**config.mk**
```make
export PLATFORM = sky130hd
export DESIGN_NAME = controller
export DESIGN_NICKNAME = d
export VERILOG_FILES = /design/src/rtl/controller.sv
export SDC_FILE = /design/constraint.sdc
export NUM_CORES = 1
export LEC_CHECK = 0
export BUFFER_PORTS_ARGS = -buffer_cell sky130_fd_sc_hd__buf_2
export CORE_MARGIN = 2
export CORE_UTILIZATION = 45
export DETAILED_ROUTE_END_ITERATION = 7
export PLACE_DENSITY = 0.73
export SLEW_MARGIN = 20
export SYNTH_ARGS = -nofsm -noshare
export SYNTH_HDL_FRONTEND = slang
export SYNTH_SLANG_ARGS = --single-unit
```
**constraint.sdc**
```tcl
create_clock -name clk -period 4.5 [get_ports clk]
set_clock_uncertainty 0.15 [all_clocks]
set_input_delay 0.45 -clock clk [delete_from_list [all_inputs] [get_ports clk]]
set_output_delay 0.45 -clock clk [all_outputs]
set_load 0.005 [all_outputs]
```
**src/rtl/controller.sv**
```systemverilog
// Sequencing FSM for the Sobel edge-detection datapath. Fetches a full 3x3 window
// (nine read/latch pairs), runs the gradient stages, writes the result and advances
// the window. Each later window needs three new pixels only. Every output is a level
// start strobe decoded from the current state alone.
module controller (
  input  logic clk,
  input  logic n_rst,
  input  logic start,
  input  logic load_done,
  input  logic read_data_done,
  input  logic read_done,
  input  logic h_done,
  input  logic v_done,
  input  logic calculation_done,
  input  logic write_done,
  input  logic move_done,
  input  logic all_done,
  input  logic shift_done,
  output logic load_initial,
  output logic start_9_read,
  output logic start_read,
  output logic start_calculation,
  output logic start_t_grad,
  output logic start_write,
  output logic start_move,
  output logic start_shift,
  output logic start_i_read
);

  typedef enum logic [4:0] {
    StIdle,
    StLoadParam,
    StRPixel1, StRPixel2, StRPixel3, StRPixel4, StRPixel5,
    StRPixel6, StRPixel7, StRPixel8, StRPixel9,
    StLPixel1, StLPixel2, StLPixel3, StLPixel4, StLPixel5,
    StLPixel6, StLPixel7, StLPixel8, StLPixel9,
    StGradient,
    StTGradient,
    StWrite,
    StCheckPixel,
    StShiftP1,
    StReadP1, StReadP2, StReadP3,
    StLoadP1, StLoadP2, StLoadP3,
    StImageDone
  } state_e;

  state_e state_q, state_d;

  // State register; reset forces IDLE at once, independent of the clock.
  always_ff @(posedge clk or negedge n_rst) begin
    if (!n_rst) begin
      state_q <= StIdle;
    end else begin
      state_q <= state_d;
    end
  end

  // Next-state: each state waits on its own handshake and ignores everything else.
  always_comb begin
    state_d = state_q;
    case (state_q)
      StIdle:      if (start)          state_d = StLoadParam;
      StLoadParam: if (load_done)      state_d = StRPixel1;
      // Initial window: memory read then latch, nine times.
      StRPixel1:   if (read_data_done) state_d = StLPixel1;
      StRPixel2:   if (read_data_done) state_d = StLPixel2;
      StRPixel3:   if (read_data_done) state_d = StLPixel3;
      StRPixel4:   if (read_data_done) state_d = StLPixel4;
      StRPixel5:   if (read_data_done) state_d = StLPixel5;
      StRPixel6:   if (read_data_done) state_d = StLPixel6;
      StRPixel7:   if (read_data_done) state_d = StLPixel7;
      StRPixel8:   if (read_data_done) state_d = StLPixel8;
      StRPixel9:   if (read_data_done) state_d = StLPixel9;
      StLPixel1:   if (read_done)      state_d = StRPixel2;
      StLPixel2:   if (read_done)      state_d = StRPixel3;
      StLPixel3:   if (read_done)      state_d = StRPixel4;
      StLPixel4:   if (read_done)      state_d = StRPixel5;
      StLPixel5:   if (read_done)      state_d = StRPixel6;
      StLPixel6:   if (read_done)      state_d = StRPixel7;
      StLPixel7:   if (read_done)      state_d = StRPixel8;
      StLPixel8:   if (read_done)      state_d = StRPixel9;
      StLPixel9:   if (read_done)      state_d = StGradient;
      // Both gradient units must finish; one alone keeps us waiting.
      StGradient:  if (h_done && v_done) state_d = StTGradient;
      StTGradient: if (calculation_done) state_d = StWrite;
      StWrite:     if (write_done)       state_d = StCheckPixel;
      // End of image wins over a simultaneous window move.
      StCheckPixel: begin
        if (all_done) begin
          state_d = StImageDone;
        end else if (move_done) begin
          state_d = StShiftP1;
        end
      end
      StShiftP1:   if (shift_done)     state_d = StReadP1;
      // Incremental window: only the new column of three pixels.
      StReadP1:    if (read_data_done) state_d = StLoadP1;
      StReadP2:    if (read_data_done) state_d = StLoadP2;
      StReadP3:    if (read_data_done) state_d = StLoadP3;
      StLoadP1:    if (read_done)      state_d = StReadP2;
      StLoadP2:    if (read_done)      state_d = StReadP3;
      StLoadP3:    if (read_done)      state_d = StGradient;
      StImageDone: state_d = StIdle;
      default:     state_d = StIdle;
    endcase
  end

  // Moore output decode: at most one strobe per state, none in IDLE/IMAGE_DONE.
  always_comb begin
    load_initial      = 1'b0;
    start_9_read      = 1'b0;
    start_read        = 1'b0;
    start_calculation = 1'b0;
    start_t_grad      = 1'b0;
    start_write       = 1'b0;
    start_move        = 1'b0;
    start_shift       = 1'b0;
    start_i_read      = 1'b0;
    case (state_q)
      StLoadParam: load_initial = 1'b1;
      StRPixel1, StRPixel2, StRPixel3, StRPixel4, StRPixel5,
      StRPixel6, StRPixel7, StRPixel8, StRPixel9: start_9_read = 1'b1;
      StLPixel1, StLPixel2, StLPixel3, StLPixel4, StLPixel5,
      StLPixel6, StLPixel7, StLPixel8, StLPixel9,
      StLoadP1, StLoadP2, StLoadP3: start_read = 1'b1;
      StGradient:   start_calculation = 1'b1;
      StTGradient:  start_t_grad      = 1'b1;
      StWrite:      start_write       = 1'b1;
      StCheckPixel: start_move        = 1'b1;
      StShiftP1:    start_shift       = 1'b1;
      StReadP1, StReadP2, StReadP3: start_i_read = 1'b1;
      default: ;
    endcase
  end

endmodule

```
# ---- Yosys cells after proc, flatten, opt, wreduce, memory -nomap -nowiden
# Index checks and enable logic that the tools add are counted.
# W data, S select, Z words.
dict set report totals {
  ff_bits 5
  output_inout_bits 9
  elab_cells 110
}
dict set report classes {
  n_eq_ne 61
  mux 41
  reduce_logical 7
}
# op count
set op_table {}
lappend op_table {{$mux W5} 31}
lappend op_table {{$pmux W5 S31} 1}
lappend op_table {{$eq A5 B5 Y1 const B} 16}
lappend op_table {{$ne A2 B2 Y1 const B} 28}
lappend op_table {{$eq A5 B4 Y1 const B} 8}
lappend op_table {{$reduce_and A30 Y1} 1}
lappend op_table {{$eq A5 B3 Y1 const B} 4}
lappend op_table {{$reduce_or A12 Y1} 1}
lappend op_table {{$eq A5 B2 Y1 const B} 2}
lappend op_table {{$mux W1} 9}
lappend op_table {{$reduce_or A9 Y1} 1}
lappend op_table {{$eq A5 B1 Y1 const B} 1}
lappend op_table {{$logic_not A5 Y1} 1}
lappend op_table {{$ne A3 B3 Y1 const B} 1}
lappend op_table {{$reduce_or A3 Y1} 1}
lappend op_table {{$ne A2 B1 Y1 const B} 1}
lappend op_table {{$reduce_or A2 Y1} 1}
lappend op_table {{$logic_and A1 B1 Y1} 1}

# ---- Depth between registers and ports, before layout
# Gate-level depths: netlist of the first run.
dict set report depth {
  ltp_word 4
  mapped_depth 7
}

# ---- Least setup slack after synthesis of the first run
# No wires, ideal clock.
dict set report synth_timing {
  path_kind {register to register}
  from {reg state_q[1]}
  to {reg state_q[1]}
  setup_time_ns 0.121
  arrival_time_ns 1.691
  required_ns 4.229
  path_slack_ns 2.538
  stages_incl_launch_ff 8
  period_less_slack_ns 1.962
  path_cell_list {dfrtp_1 buf_4 and4b_1 a211o_1 o2bb2ai_2 nor3_4 nand2_1 a22o_1}
}
dict set report synth_via {
  elab_chain_cells 4
  elab_cells_between_ends 65
}
# element line_no
set synth_rtl {}
lappend synth_rtl {{start: declaration} 47} ;# state_e state_q, state_d;
lappend synth_rtl {{start signal: assignment} 52} ;# state_q <= StIdle;
lappend synth_rtl {{start signal: assignment} 54} ;# state_q <= state_d;
lappend synth_rtl {{$eq A5 B5 Y1} 61} ;# case (state_q)
lappend synth_rtl {{$reduce_or A2 Y1 (no line)} -}
lappend synth_rtl {{$ne A2 B1 Y1 (no line)} -}
lappend synth_rtl {{$reduce_and A30 Y1 (no line)} -}
# Parallel ways exist; a longest one is shown, timed or not.
# A chain may end at the register's enable or synchronous reset.

# ---- Final worst setup path of the first run
dict set report layout_timing {
  from {reg state_q[0]}
  to {reg state_q[3]}
}
# Same word-level chain as after synthesis.

==> flow_summary.ini, run 1 <==
[detailed_routing]
postRouteWirelength_um = 1680
vias_per_cell = 5.93
detail-route-antenna-nets = 0
vias = 741
dr.first_iter.drc_count = 29
route.detailed.wl_per_inst_um = 13.4
firstDrtPassIters = 4
post-route-drc-count = 0

[global_routing]
globalRoute.totalOverflow = 0
number_of_antenna_violations_at_the_first_check_in_global_routing = 0
grt_start_max_net_pins = 23
grt_first_pass_wirelength_um = 2820
first_global_vias = 651
global_route.usage.met3_pct = 3.83
met1_usage_pct = 26.5
grt.met2_usage_pct = 31.2
gr-max-usage-layer = met2
global_route.usage.total_pct = 20.3

[run_status]
status = completed

[critical_path]
cpPeakStageDelay_ps = 770
path_common_cell = nand2_1
worst_ep_arrival_ps = 2430
worst_path_max_delay_cell = dfrtp_1
crit_type = reg2reg
cp-start-kind = register
crit_path_cell_trace = nand2_1, a211o_1, o2bb2ai_2, nor3_4, nand2_1, a32o_1
crit_fanout = 22
critical_path_required_ps = 4470
critical_path.endpoint_type = register

[cells_and_area]
drive_above_1_share_pct = 27.5
largest_registers_ranked_by_flip_flop_count = state_q: 5 flops
number_of_antenna_diodes = 0
largest-register = state_q
mostFrequentLayoutCells = buf_2, nand2_1, nor2_1
fin_nets = 123
area_growth_pct = 15.3
final_common_cell = buf_2
largest_register_ff_count = 5

[flow_run]
cap_violations = 0

[logic_synthesis]
yosys_register_bits = 5
synth-edff-count = 0
ys.flop_type = dfrtp_1
mean_instance_size_in_the_synthesized_netlist_um2 = 7.29
ys_async_sr_fraction_pct = 100
syn_area_um2 = 678
syn-num-nets = 106
yosys.cell_types.count = 38
syn-instance-count = 93
post_synth_main_area_contributors = dfrtp_1, nand2_1, nor2_1
synth_largest_type_area_fraction_pct = 18.5
synth_top_area_cell = dfrtp_1
sequential_fraction_of_the_synthesis_area_pct = 18.5
synth_warnings = 0

[pwr]
powerDensity_mw_per_mm2 = 818
post-layout-total-power_w = 0.000639
total_leakage_power_nw = 0.372
worst_ir_drop_vdd_v = 0.000497

[timing]
post-route-min-period_ps = 2460
grt_setup_unrepaired = false
timing.slew.headroom_pct = 54.3
report.final.setup_viol = 0
fmax_mhz = 407
final_cycle_share_pct = 54.6
drv_slew = 0
worst_slew_pin_slew_ps = 686
hold_viol_final = 0
timing.setup.tns_ps = 0

[worst_hold_path]
min-delay-path-class = in2async

[clock_tree]
clockRootBuffer = clkbuf_4
clock_tree.buffer_depth = 2
cts.clk_slew.worst_paths_ps = 40
cts_setup_buffers = 0
clk_latency_ps = 240
cts.htree.levels = 1
cts_buffers = 3
clock_sinks = 5
tritoncts = done

[die]
design.die.area_mm2 = 0.00183
start_util_pct = 46.6
design.core.area_mm2 = 0.00145
num_io_pins = 22
die-height_um = 42.8
fp.dieW_um = 42.8
rows = 14

[place]
finalWeightedCongestion = 0.815
dp.final_hpwl_um = 1130
placement.io_buffers = 21
[report_power, final]
part / switching (W) / total (W) / internal, W
clock: 0.0000179 / 0.0000514 / 0.0000335
combinational: 0.000198 / 0.000393 / 0.000194
sequential: 0.000126 / 0.000195 / 0.0000695
[cell families after synthesis]
logic type / count (synthesis) / share of synthesized area (%)
xor+xnor: 1 / 1.29
buf+inv: 15 / 11.3
mux: 5 / 7.75
simple gates: 44 / 36.9
flops: 5 / 18.5
compound gates: 23 / 24.4
[final timing paths]
| path | start | end | slack (ps) | cells past startpoint |
|---|---|---|---|---|
| worst min-delay path | n_rst | state_q[2] | 410 | 2 |
| worst max-delay path | state_q[0] | state_q[3] | 2040 | 6 |
| max in group asynchronous | n_rst | state_q[4] | 3660 | 2 |
| worst max register to register | state_q[0] | state_q[3] | 2040 | 6 |
| min in group clk | read_done | state_q[2] | 610 | 6 |
| worst min register to register | state_q[4] | state_q[4] | 760 | 2 |
[worst max-delay path, delay by kind of cell, from the launching register on]
family	cells	cell delay [ps]
flip-flops	1	770
AO/OA/AOI/OAI	3	710
AND/OR/NAND/NOR	3	690
[metal layers]
layer	wire length [um]	part of all wire [%]	up-vias
met2	839	50	22
met4	14	0.83	0
li1	-	-	369
met3	71	4.2	2
met1	754	45	348
met5	0	0	-
[synthesized netlist by cell type (2+ instances only)]
cell      instances
nand3b_1          2
a21oi_1           6
nor3b_1           3
dfrtp_1           5
buf_4             3
a211o_1           2
nor4_1            3
inv_1             5
mux2i_1           3
clkbuf_1          4
nor2b_1           3
a31oi_1           2
o21ai_0           4
nor2_1           10
mux2_2            2
nor3_1            5
nand2_1          10
[cell type report]
type                    count  area [um^2]
fillers                   140          672
multi-input cells          73          477
flip-flops and latches      5          125
repair buffers             22          115
clock buffers               4         26.3
well taps                  16         20.0
inverters                   5         18.8
[metrics by stage]
step,worst slack (ps),instances,hold slack (ps),util [%],instance area [um^2]
detailed placement,2100,120,118,51.3,746
CTS,2050,125,416,53.8,782
global placement,2150,120,115,51.3,746
floorplan,2540,93,4.41,-,678
global route,1850,125,431,53.8,782
finish,2040,125,413,53.8,782
[what timing repair did]
action                    CTS  global route
hold endpoints to repair    5             0
resized for setup           0             0
hold buffers                1             0
Note: power is estimated with default switching activity, not from simulation.
==> inputs of run 2 (changes only) <==
Settings changed: CORE_UTILIZATION 45 to 44, PLACE_DENSITY 0.73 to 0.75.
Clock period 4.5 ns to 2.2 ns, I/O delays scaled along.
==> flow_summary.ini, run 2 (synthesized netlist as in run 1, its figures left out) <==
[critical_path]
crit_path_cell_trace = and4b_1, a211o_1, o2bb2ai_2, nor3_4, buf_4, nor2_1, a21oi_1
cpPeakStageDelay_ps = 480
critical_path.endpoint_type = register
critical_path_required_ps = 2200
worst_path_max_delay_cell = dfrtp_1
r2r_start = state_q[0]
cp-start-kind = register
worst_ep_arrival_ps = 2030
crit_fanout = 9
crit_type = reg2reg
critical_path.startpoint = state_q[0]

[timing]
post-route-worst-setup-slack_ps = 177
report.final.setup_viol = 0
final_cycle_share_pct = 92.0
fmax_mhz = 494
post-route-min-period_ps = 2020
timing.slew.headroom_pct = 70.3
drv_slew = 0
worst_slew_pin_slew_ps = 435
hold_viol_final = 0

[place]
place_worst_setup_slack_ps = 177
finalWeightedCongestion = 0.879
dp.cells = 129
placement.io_buffers = 21
place_area_um2 = 813
dp.final_hpwl_um = 1460

[cells_and_area]
post_layout_nonfiller_instances = 134
final_common_cell = buf_2
number_of_antenna_diodes = 0
area_growth_pct = 25.8
largest-register = state_q
largest_register_ff_count = 5
drive_above_1_share_pct = 35.6
fin_nets = 132
final_standard_cell_area_without_fillers_um2 = 853
largest_registers_ranked_by_flip_flop_count = state_q: 5 flops
mostFrequentLayoutCells = buf_2, nand2_1, nor2_1

[detailed_routing]
vias = 792
detail_route.wirelength.met1_um = 785
top_layer = met4
firstDrtPassIters = 4
wl_met2_um = 949
detail-route-antenna-nets = 0
route.detailed.wl_per_inst_um = 14.1
met3WireLength_um = 90
dr.first_iter.drc_count = 17
postRouteWirelength_um = 1890
post-route-drc-count = 0
vias_per_cell = 5.91

[die]
start_util_pct = 46.1
rows = 14
fp.dieW_um = 43.3
die-height_um = 43.3
design.core.area_mm2 = 0.00147
num_io_pins = 22
design.die.area_mm2 = 0.00187

[flow_run]
cap_violations = 0

[clock_tree]
clockRootBuffer = clkbuf_4
clock_tree.buffer_depth = 2
tritoncts = done
clk_latency_ps = 240
cts.htree.levels = 1
cts_buffers = 3
clock_sinks = 5
cts.clk_slew.worst_paths_ps = 40

[global_routing]
grt_first_pass_wirelength_um = 3160
grt_start_max_net_pins = 15
first_global_vias = 761
global_route.usage.total_pct = 22.4
globalRoute.totalOverflow = 0
number_of_antenna_violations_at_the_first_check_in_global_routing = 0

[run_status]
status = completed

[pwr]
switching_power_w = 0.000739
power.switching_fraction_pct = 50.3
powerDensity_mw_per_mm2 = 1720
power_frac_clock_pct = 7.3
worst_ir_drop_vdd_v = 0.000846
share_seq_of_total_power_pct = 19.6
combinational_cell_fraction_of_total_power_pct = 73.1
total_leakage_power_nw = 0.411
cellInternalPower_w = 0.000730

[worst_hold_path]
min-delay-path-class = in2async
-- run 2: changes by cell type in the layout (fill, tap and decap cells not counted) --
cell	before	now
buf_4	0	9
dfrtp_1	5	2
dfrtp_2	0	3
-- run 2: worst max-delay path: cells and delay by family, from the launching register on --
kind,cells,cell delay [ps]
AOI/OAI and AO/OA,3,580
and+or+nand+nor,3,520
DFF,1,480
buffers and inverters,1,190
-- run 2: path summary, 6_finish.rpt --
path | end | slack, ps | cells after the start
max | state_q[2] | 180 | 7
min | state_q[3] | 160 | 2
max reg2reg | state_q[2] | 180 | 7
min reg2reg | state_q[4] | 690 | 3
max in group asynchronous | state_q[1] | 1600 | 2
min in group clk | state_q[0] | 350 | 5
-- run 2: cell type report --
type,count,area [um^2]
timing repair buffer,31,183
clock buffer,4,26.3
inverter,5,18.8
tap,16,20.0
sequential,5,129
multi-input combinational,73,477
fill,134,618
-- run 2: repair_timing --
action	4_1_cts	5_1_grt
setup buffers	0	0
hold buffers	1	0
resized for setup	0	3
hold endpoints to repair	5	0
setup endpoints to repair	0	1
-- run 2: layer usage --
| metal | GRT usage (%) | up-vias |
|---|---|---|
| met5 | 0 | - |
| met4 | 13.9 | 0 |
| met3 | 2.13 | 7 |
| met2 | 37.0 | 26 |
| met1 | 27.6 | 373 |
| li1 | - | 386 |
-- run 2: per-stage QoR --
stage          setup TNS (ps)  utilization [%]  hold slack (ps)  total power [W]
2_1_floorplan               0                -             -226          0.00105
3_3_place_gp                0             55.3             -114          0.00131
3_5_place_dp                0             55.3             -112          0.00134
4_1_cts                     0             57.7              164          0.00145
5_1_grt                 -23.4             58.0              175          0.00163
6_report                    0             58.0              156          0.00147
-- run 2: power by group through the flow --
stage          Combinational (W)  Clock (W)  Sequential, W
6_report                 0.00107   0.000107       0.000288
5_1_grt                  0.00121   0.000112       0.000302
4_1_cts                  0.00107   0.000109       0.000276
3_5_place_dp             0.00106          0       0.000277
3_3_place_gp             0.00103          0       0.000274
2_1_floorplan           0.000885          0       0.000170
==> inputs of run 3 (changes only) <==
Settings changed: PLACE_DENSITY 0.75 to 0.71, RECOVER_POWER from default to 25.
==> flow_summary.ini, run 3 (synthesized netlist as in run 1, its figures left out) <==
[detailed_routing]
vias = 770
firstDrtPassIters = 4
vias_per_cell = 5.66
dr.first_iter.drc_count = 15
route.detailed.wl_per_inst_um = 13.1
detail-route-antenna-nets = 0
postRouteWirelength_um = 1780
post-route-drc-count = 0

[cells_and_area]
final.fill_count = 142
post_layout_nonfiller_instances = 136
largest-register = state_q
multiInputGateArea_um2 = 480
final_common_cell = buf_2
number_of_antenna_diodes = 0
largest_registers_ranked_by_flip_flop_count = state_q: 5 flops
area_growth_pct = 28.0
largest_register_ff_count = 5
mostFrequentLayoutCells = buf_2, buf_4, nand2_1, nor2_1
fin_util_pct = 59.0
sequential_cell_area_um2 = 126
drive_above_1_share_pct = 35.0
fin_nets = 134

[clock_tree]
tritoncts = done
cts_setup_buffers = 0
clk_latency_ps = 240
cts.htree.levels = 1
cts_buffers = 3
clock_tree.buffer_depth = 2
cts.clk_slew.worst_paths_ps = 40
clockRootBuffer = clkbuf_4
clock_sinks = 5

[die]
fp.dieW_um = 43.3
die-height_um = 43.3
num_io_pins = 22
rows = 14
design.core.area_mm2 = 0.00147
start_util_pct = 46.1
design.die.area_mm2 = 0.00187

[critical_path]
r2r_start = state_q[0]
worst_ep_arrival_ps = 2050
worst_reg2reg_path_depth = 6
critical_path.n_buffers_inverters = 0
crit_fanout = 10
crit_type = reg2reg
critical_path.endpoint_type = register
r2r-end = state_q[1]
regToRegSetupSlack_ps = 120
worst_path_max_delay_cell = dfrtp_1
cp-start-kind = register
crit_path_cell_trace = and4b_1, a211o_1, o2bb2ai_2, nor3_4, nand2_1, a22o_1
critical_path_required_ps = 2170
worst_path_dominant_cell_family = compound AO/OA/AOI/OAI gates
cpPeakStageDelay_ps = 510

[timing]
grt_setup_unrepaired = false
drv_slew = 0
report.final.setup_viol = 0
timing.slew.headroom_pct = 72.7
hold_viol_final = 0
final_cycle_share_pct = 94.6
timing.setup.tns_ps = 0
worst_slew_pin_slew_ps = 399
post-route-min-period_ps = 2080
post-route-worst-setup-slack_ps = 119
fmax_mhz = 481

[global_routing]
number_of_antenna_violations_at_the_first_check_in_global_routing = 0
grt_first_pass_wirelength_um = 3030
first_global_vias = 681
global_route.usage.total_pct = 20.6
globalRoute.totalOverflow = 0
grt_start_max_net_pins = 13

[flow_run]
cap_violations = 0

[worst_hold_path]
min-delay-path-class = in2async

[place]
place_worst_setup_slack_ps = 170
finalWeightedCongestion = 0.814
dp.cells = 131
dp.final_hpwl_um = 1310
placement.io_buffers = 21

[pwr]
total_leakage_power_nw = 0.419
post-layout-total-power_w = 0.00149
powerDensity_mw_per_mm2 = 1720
worst_ir_drop_vdd_v = 0.00102

[run_status]
status = completed
-- run 3: what timing repair did --
action                                 in CTS  in global routing
endpoints found under the hold margin       5                  0
setup endpoints to repair                   0                  1
resized for setup                           0                  2
hold buffers                                1                  0
-- run 3: final cells by class --
cell class / count / share of cell area (%)
Timing Repair Buffer: 33 / 22.6
Tap cell: 16 / 2.31
Inverter: 5 / 2.16
Multi-Input combinational cell: 73 / 55.3
Clock buffer: 4 / 3.03
Sequential cell: 5 / 14.6
-- run 3: worst max-delay path by stage --
stage	startpoint	end	slack (ps)	depth (start not counted)
global route	state_q[0]	state_q[1]	10	6
finish	state_q[0]	state_q[1]	120	6
floorplan	state_q[1]	state_q[1]	240	7
detailed placement	state_q[0]	state_q[1]	170	6
CTS	state_q[1]	state_q[4]	90	6
global placement	state_q[1]	state_q[4]	170	6
-- run 3: power breakdown --
| part | internal [W] | switching (W) | total (W) | leakage (nW) |
|---|---|---|---|---|
| Clock | 0.0000683 | 0.0000337 | 0.000102 | 0.0150 |
| Sequential | 0.000148 | 0.000136 | 0.000284 | 0.0569 |
| Combinational | 0.000534 | 0.000575 | 0.00111 | 0.348 |
-- run 3: worst reg2reg max path, stage by stage, from the launching register on --
cell,delay (ps)
dfrtp_1,510
and4b_1,270
a211o_1,290
o2bb2ai_2,150
nor3_4,250
nand2_1,100
a22o_1,240
-- run 3: metrics by stage --
step	hold WS (ps)	area, um^2
final	200	868
after floorplan	-226	678
after detailed placement	-115	828
after global routing	237	868
after global placement	-116	828
after CTS	162	865
-- run 3: per-layer routing --
metal	part of all wire (%)	GRT usage (%)	vias to the layer above
met2	54	35.8	18
met4	0	3.64	0
met3	3.7	1.28	0
met1	42	28.0	362
li1	-	-	390
met5	0	0	-
